File: src/rtl/esm_pkg.sv
// rtl/esm_pkg.sv - shared types and sizing helpers for the ESM dependency core
// Contents: slot_state_e slot lifecycle, BS default buffer depth, iw_of/cw_of width helpers.
package esm_pkg;

    localparam int BS = 16;

    typedef enum logic [1:0] {
        FREE    = 2'd0,
        WAITING = 2'd1,
        ISSUED  = 2'd2
    } slot_state_e;

    // Index width for n slots; n is a power of two >= 2.
    function automatic int iw_of(input int n);
        return $clog2(n);
    endfunction

    // Occupancy count width: must represent 0..n inclusive.
    function automatic int cw_of(input int n);
        return $clog2(n) + 1;
    endfunction

endpackage

File: src/rtl/esm_rr_picker.sv
// rtl/esm_rr_picker.sv - round-robin find-first starting at a rotating pointer
// Ports: req_i request vector, ptr_i scan start, found_o any request set,
//        index_o first set request at or after ptr_i (wrapping), 0 when none.
module esm_rr_picker
    import esm_pkg::*;
#(
    parameter  int bs = BS,
    localparam int IW = iw_of(bs)
) (
    input  logic [bs-1:0] req_i,
    input  logic [IW-1:0] ptr_i,
    output logic          found_o,
    output logic [IW-1:0] index_o
);

    logic [IW-1:0] idx;

    // bs is a power of two, so IW-bit addition wraps modulo bs for free.
    always_comb begin
        found_o = 1'b0;
        index_o = '0;
        idx     = '0;
        for (int k = 0; k < bs; k++) begin
            idx = ptr_i + IW'(k);
            if (!found_o && req_i[idx]) begin
                found_o = 1'b1;
                index_o = idx;
            end
        end
    end

endmodule

File: src/rtl/esm_issue_scheduler.sv
// rtl/esm_issue_scheduler.sv - slot allocator and round-robin issue scheduler
// Ports: alloc_valid/alloc_ready/alloc_index grant the lowest FREE slot to dispatch;
//        ready_index per-slot dependency-clear flags; issue_valid/issue_ready/issue_index
//        registered offer to execution; complete_valid/complete_index free ISSUED slots;
//        occupied, busy_count, err_sticky status.
module esm_issue_scheduler
    import esm_pkg::*;
#(
    parameter  int bs = BS,
    localparam int IW = iw_of(bs),
    localparam int CW = cw_of(bs)
) (
    input  logic          clk,
    input  logic          rst,
    input  logic          alloc_valid,
    output logic          alloc_ready,
    output logic [IW-1:0] alloc_index,
    input  logic [bs-1:0] ready_index,
    output logic          issue_valid,
    output logic [IW-1:0] issue_index,
    input  logic          issue_ready,
    input  logic          complete_valid,
    input  logic [IW-1:0] complete_index,
    output logic [bs-1:0] occupied,
    output logic [CW-1:0] busy_count,
    output logic          err_sticky
);

    slot_state_e   state_q [bs];
    slot_state_e   state_d [bs];
    logic          issue_valid_q, issue_valid_d;
    logic [IW-1:0] issue_index_q, issue_index_d;
    logic [IW-1:0] rr_ptr_q, rr_ptr_d;
    logic [CW-1:0] busy_count_q, busy_count_d;
    logic          err_q, err_d;

    logic [bs-1:0] free_vec;
    logic [bs-1:0] eligible;
    logic [IW-1:0] pick_ptr;
    logic          pick_found;
    logic [IW-1:0] pick_index;
    logic          alloc_fire;
    logic          issue_fire;
    logic          complete_legal;

    // Lowest-index free slot; scanning downward lets the lowest hit win.
    always_comb begin
        alloc_index = '0;
        for (int i = bs - 1; i >= 0; i--) begin
            if (state_q[i] == FREE) begin
                alloc_index = IW'(i);
            end
        end
    end

    always_comb begin
        free_vec = '0;
        eligible = '0;
        occupied = '0;
        for (int i = 0; i < bs; i++) begin
            free_vec[i] = (state_q[i] == FREE);
            occupied[i] = (state_q[i] != FREE);
            // The slot currently on offer stays WAITING until accepted; exclude it
            // so it cannot be picked a second time.
            eligible[i] = (state_q[i] == WAITING) && ready_index[i] &&
                          !(issue_valid_q && (issue_index_q == IW'(i)));
        end
    end

    assign alloc_ready    = |free_vec;
    assign alloc_fire     = alloc_valid && alloc_ready;
    assign issue_fire     = issue_valid_q && issue_ready;
    // A completion for a slot being accepted this same cycle sees it still WAITING,
    // so it falls out as illegal here without a special case.
    assign complete_legal = complete_valid && (state_q[complete_index] == ISSUED);

    // On an accept the next pick must already start after the accepted slot, so the
    // picker sees the advanced pointer rather than the registered one.
    assign pick_ptr = issue_fire ? issue_index_q + IW'(1) : rr_ptr_q;

    esm_rr_picker #(.bs(bs)) u_picker (
        .req_i   (eligible),
        .ptr_i   (pick_ptr),
        .found_o (pick_found),
        .index_o (pick_index)
    );

    // Alloc, issue and legal complete always target slots in different states,
    // so the three writes never collide.
    always_comb begin
        state_d = state_q;
        if (alloc_fire) begin
            state_d[alloc_index] = WAITING;
        end
        if (issue_fire) begin
            state_d[issue_index_q] = ISSUED;
        end
        if (complete_legal) begin
            state_d[complete_index] = FREE;
        end
    end

    always_comb begin
        issue_valid_d = issue_valid_q;
        issue_index_d = issue_index_q;
        rr_ptr_d      = rr_ptr_q;
        if (!issue_valid_q || issue_ready) begin
            issue_valid_d = pick_found;
            issue_index_d = pick_index;
        end
        if (issue_fire) begin
            rr_ptr_d = issue_index_q + IW'(1);
        end
    end

    assign busy_count_d = busy_count_q + CW'(alloc_fire) - CW'(complete_legal);
    assign err_d        = err_q || (complete_valid && !complete_legal);

    always_ff @(posedge clk) begin
        if (rst) begin
            for (int i = 0; i < bs; i++) begin
                state_q[i] <= FREE;
            end
            issue_valid_q <= 1'b0;
            issue_index_q <= '0;
            rr_ptr_q      <= '0;
            busy_count_q  <= '0;
            err_q         <= 1'b0;
        end else begin
            state_q       <= state_d;
            issue_valid_q <= issue_valid_d;
            issue_index_q <= issue_index_d;
            rr_ptr_q      <= rr_ptr_d;
            busy_count_q  <= busy_count_d;
            err_q         <= err_d;
        end
    end

    assign issue_valid = issue_valid_q;
    assign issue_index = issue_index_q;
    assign busy_count  = busy_count_q;
    assign err_sticky  = err_q;

endmodule

File: config.mk
export PLATFORM = sky130hd
export DESIGN_NAME = esm_issue_scheduler
export DESIGN_NICKNAME = d
export VERILOG_FILES = /design/src/rtl/esm_pkg.sv /design/src/rtl/esm_rr_picker.sv /design/src/rtl/esm_issue_scheduler.sv
export SDC_FILE = /design/constraint.sdc
export NUM_CORES = 1
export LEC_CHECK = 0
export CAP_MARGIN = 5
export CORE_MARGIN = 5
export CORE_UTILIZATION = 55
export CTS_CLUSTER_DIAMETER = 200
export DETAILED_ROUTE_END_ITERATION = 12
export PLACE_DENSITY_LB_ADDON = 0.1
export SYNTH_ARGS = -nofsm -noshare
export SYNTH_HDL_FRONTEND = slang
export SYNTH_SLANG_ARGS = --single-unit
File: constraint.sdc
create_clock -name clk -period 5.36 [get_ports clk]
set_input_delay 0.536 -clock clk [delete_from_list [all_inputs] [get_ports clk]]
set_output_delay 0.536 -clock clk [all_outputs]
set_load 0.02 [all_outputs]
==> results_dict.tcl <==
set metrics [dict create \
    fmax_mhz 214 \
    cts_buffers 5 \
    fin_nets 746 \
    clkLatencyLatePin_ns 0.32 \
    ys.flop_type "dfxtp_1" \
    worst_pin_slew_ns 0.963 \
    seqPwrFrac_pct 16.7 \
    io_pins 57 \
    root_buffer "clkbuf_8" \
    routabilityCongestion 1.08 \
    design_power_total_uw 2780 \
    synth_area_leader_cell "dfxtp_1" \
    antenna_found_initial 0 \
    cts_tree "built" \
    ys_types 74 \
    yosysSeqAreaShare_pct 18.9 \
    final.setup_skew_ns 0.00991 \
    p_leak_uw 0.00215 \
    place_inst 810 \
    final-hold-violation-count 0 \
    relSlewSlack_pct 35.2 \
    synth_area_per_cell_um2 7.59 \
    r2r_start "issue_index[1]$_SDFFE_PP0P_" \
    crit_end "issue_index[2]$_SDFFE_PP0P_" \
    grt_max_degree 40 \
    routedWlPerCell_um 21.7 \
    cts.clk_slew.worst_paths_ns 0.11 \
    period_share_pct 87.2 \
    min_from "err_sticky$_SDFF_PP0_" \
    drt_iter0_markers 652 \
    dieArea_mm2 0.0111 \
    powerDensity_mw_per_mm2 479 \
    cts_max_level 2 \
    cp-start-kind "input pin" \
    synth-seq-cells 47 \
    core-area_mm2 0.00876 \
    setup_viol 0 \
    n_antenna_cell 0 \
    reg2regPathDepth 14 \
    min_period_ns 4.67 \
    dp_hpwl_um 14100 \
    yosysMostFrequentCell "nor2_1" \
    finalNonFillerCells 818 \
    p_int_uw 1330 \
    run_status "complete, no violations" \
    ff2ff_setup_slack_ns 0.76 \
    cp_max_fo 17 \
    ant_nets 0 \
    die_width_um 105 \
    arrival_ns 4.89 \
    maxSlewViolCount 0 \
    num_rows 34 \
    wl_um 17700 \
    rsz0062_at_grt "no" \
    dieHeight_um 105 \
    vias 5648 \
    netSwitchingPower_uw 1450 \
    clockBufferDepth 2 \
    synth_fp_nets 694 \
    comb_power_share_pct 73.0 \
    grt_pass1_wl_um 28300 \
    final_layout_size_suffix_gt1_share_pct 12.1 \
    synth_area_mm2 0.00498 \
    synth-async-reset-ratio_pct 0 \
    start_util_pct 56.9 \
    crit_start "issue_ready" \
    worst-setup-path-type "input pin to flop" \
    io_buffers 56 \
    drc_errors 0 \
    via_per_inst 6.90 \
    worstHoldPathType "flop to flop" \
    area_growth_pct 16.4 \
    synth-edff-count 0 \
    drv_cap 0 \
    drtPass1Iterations 7 \
    r2r_end "issue_index[2]$_SDFFE_PP0P_" \
    crit_chain "clkdlybuf4s50_1, buf_4, a21oi_1, a31o_2, buf_4, nand2_1, xnor2_1, mux2i_1, buf_4, mux2i_1, mux2i_1, a221oi_1, o21ai_0, a211oi_1, o22ai_1" \
    placed_area_mm2 0.00569 \
    vdd_drop_max_uv 369 \
    swShare_pct 52.0 \
    p_clk_share_pct 10.4 \
    ctsResizeCount 0 \
    synth_cells 657 \
    finalSetupTns_ns 0 \
    grt_pass1_vias 5320 \
    synthTopCellsByArea "dfxtp_1, nor2_1, a21oi_1" \
    worst_setup_path_end_kind "flop" \
    cts_hold_buffers 0 \
    overflow 0 \
    required_ns 5.57 \
    cp_slowest_cell "xnor2_1" \
    critPathMaxStageDelay_ns 0.50 \
    synthTopCellsByCount "nor2_1, a21oi_1, dfxtp_1" \
    final_cell_area_mm2 0.00580 \
    cts_setup_buffers 0 \
    yosysTopAreaCellShare_pct 18.9 \
    clkSinkCount 47 \
    grt_util_all_layers_pct 31.4 \
    yosys_warnings 0 \
]
kinds of logic after synthesis:
| group | Yosys count | synth area share, % |
|---|---|---|
| AOI/OAI and AO/OA | 226 | 30.9 |
| xor gates and xnor gates | 17 | 3.89 |
| adders and majority gates | 12 | 3.16 |
| buffers and inverters | 69 | 6.05 |
| DFF | 47 | 18.9 |
| muxes | 52 | 13.1 |
| and+or+nand+nor | 234 | 24.0 |
metal layers:
metal	up-vias	track usage, %	part of all wire [%]	routed length, um
met3	43	7.95	12	2170
met5	-	0	0	0
met4	0	8.95	2.4	418
met1	2666	46.4	43	7700
met2	364	44.8	42	7450
li1	2575	-	-	-
through the flow:
step | utilization (%) | worst slack (ns) | hold slack [ns]
global placement | 64.9 | 0.412 | 0.458
finish | 66.2 | 0.686 | 0.485
global route | 66.2 | 0.350 | 0.545
floorplan | - | 0.600 | 0.460
CTS | 66.2 | 0.762 | 0.491
detailed placement | 64.9 | 0.444 | 0.463
area by class of cell:
type	count	area [um^2]
Timing Repair Buffer	80	741
Tap cell	108	135
Inverter	34	128
Fill cell	763	2960
Multi-Input combinational cell	541	3740
Clock buffer	5	68.8
Clock inverter	3	46.3
Sequential cell	47	941
power by group through the flow:
stage                     sequential (uW)  clock (uW)  combinational, uW
after floorplan                       467           0               1390
after global placement                465           0               1950
after detailed placement              468           0               1970
after CTS                             460         287               1970
after global routing                  472         302               2190
final                                 463         288               2030
placed cells by master, fill, tap and decap left out, types with 10 or more instances in the layout:
cell / n
a21oi_1: 57
xnor2_1: 10
clkdlybuf4s50_1: 56
nor3_1: 14
nor2_1: 78
ha_1: 11
o2111ai_1: 10
nand2_1: 43
mux2_2: 15
dfxtp_1: 47
mux2i_1: 28
nor3b_1: 15
nand3_1: 10
or2_2: 11
inv_1: 33
and2_1: 11
buf_4: 24
o21a_1: 19
o21ai_0: 38
a211oi_1: 14
critical path: cells and delay by family:
family,cells,cell delay [ns]
xor gates and xnor gates,1,0.50
muxes,3,0.87
buffers and inverters,4,1.25
AOI/OAI and AO/OA,6,1.52
and+or+nand+nor,1,0.19
sequential cells by signal, indices dropped and copies added, names as in the netlist:
signal       cells
issue_valid      1
err_sticky       1
state_q         32
issue_index      4
rr_ptr_q         4
busy_count       5
how the worst min path moves through the flow:
| stage | slack (ns) | end | cells after the start |
|---|---|---|---|
| 2_1_floorplan | 0.46 | state_q[29]$_SDFF_PP0_ | 1 |
| 3_3_place_gp | 0.46 | err_sticky$_SDFF_PP0_ | 2 |
| 3_5_place_dp | 0.46 | err_sticky$_SDFF_PP0_ | 2 |
| 4_1_cts | 0.49 | err_sticky$_SDFF_PP0_ | 2 |
| 5_1_grt | 0.54 | state_q[13]$_SDFF_PP0_ | 1 |
| 6_report | 0.48 | err_sticky$_SDFF_PP0_ | 2 |
Power figures use the tool's default switching activity.
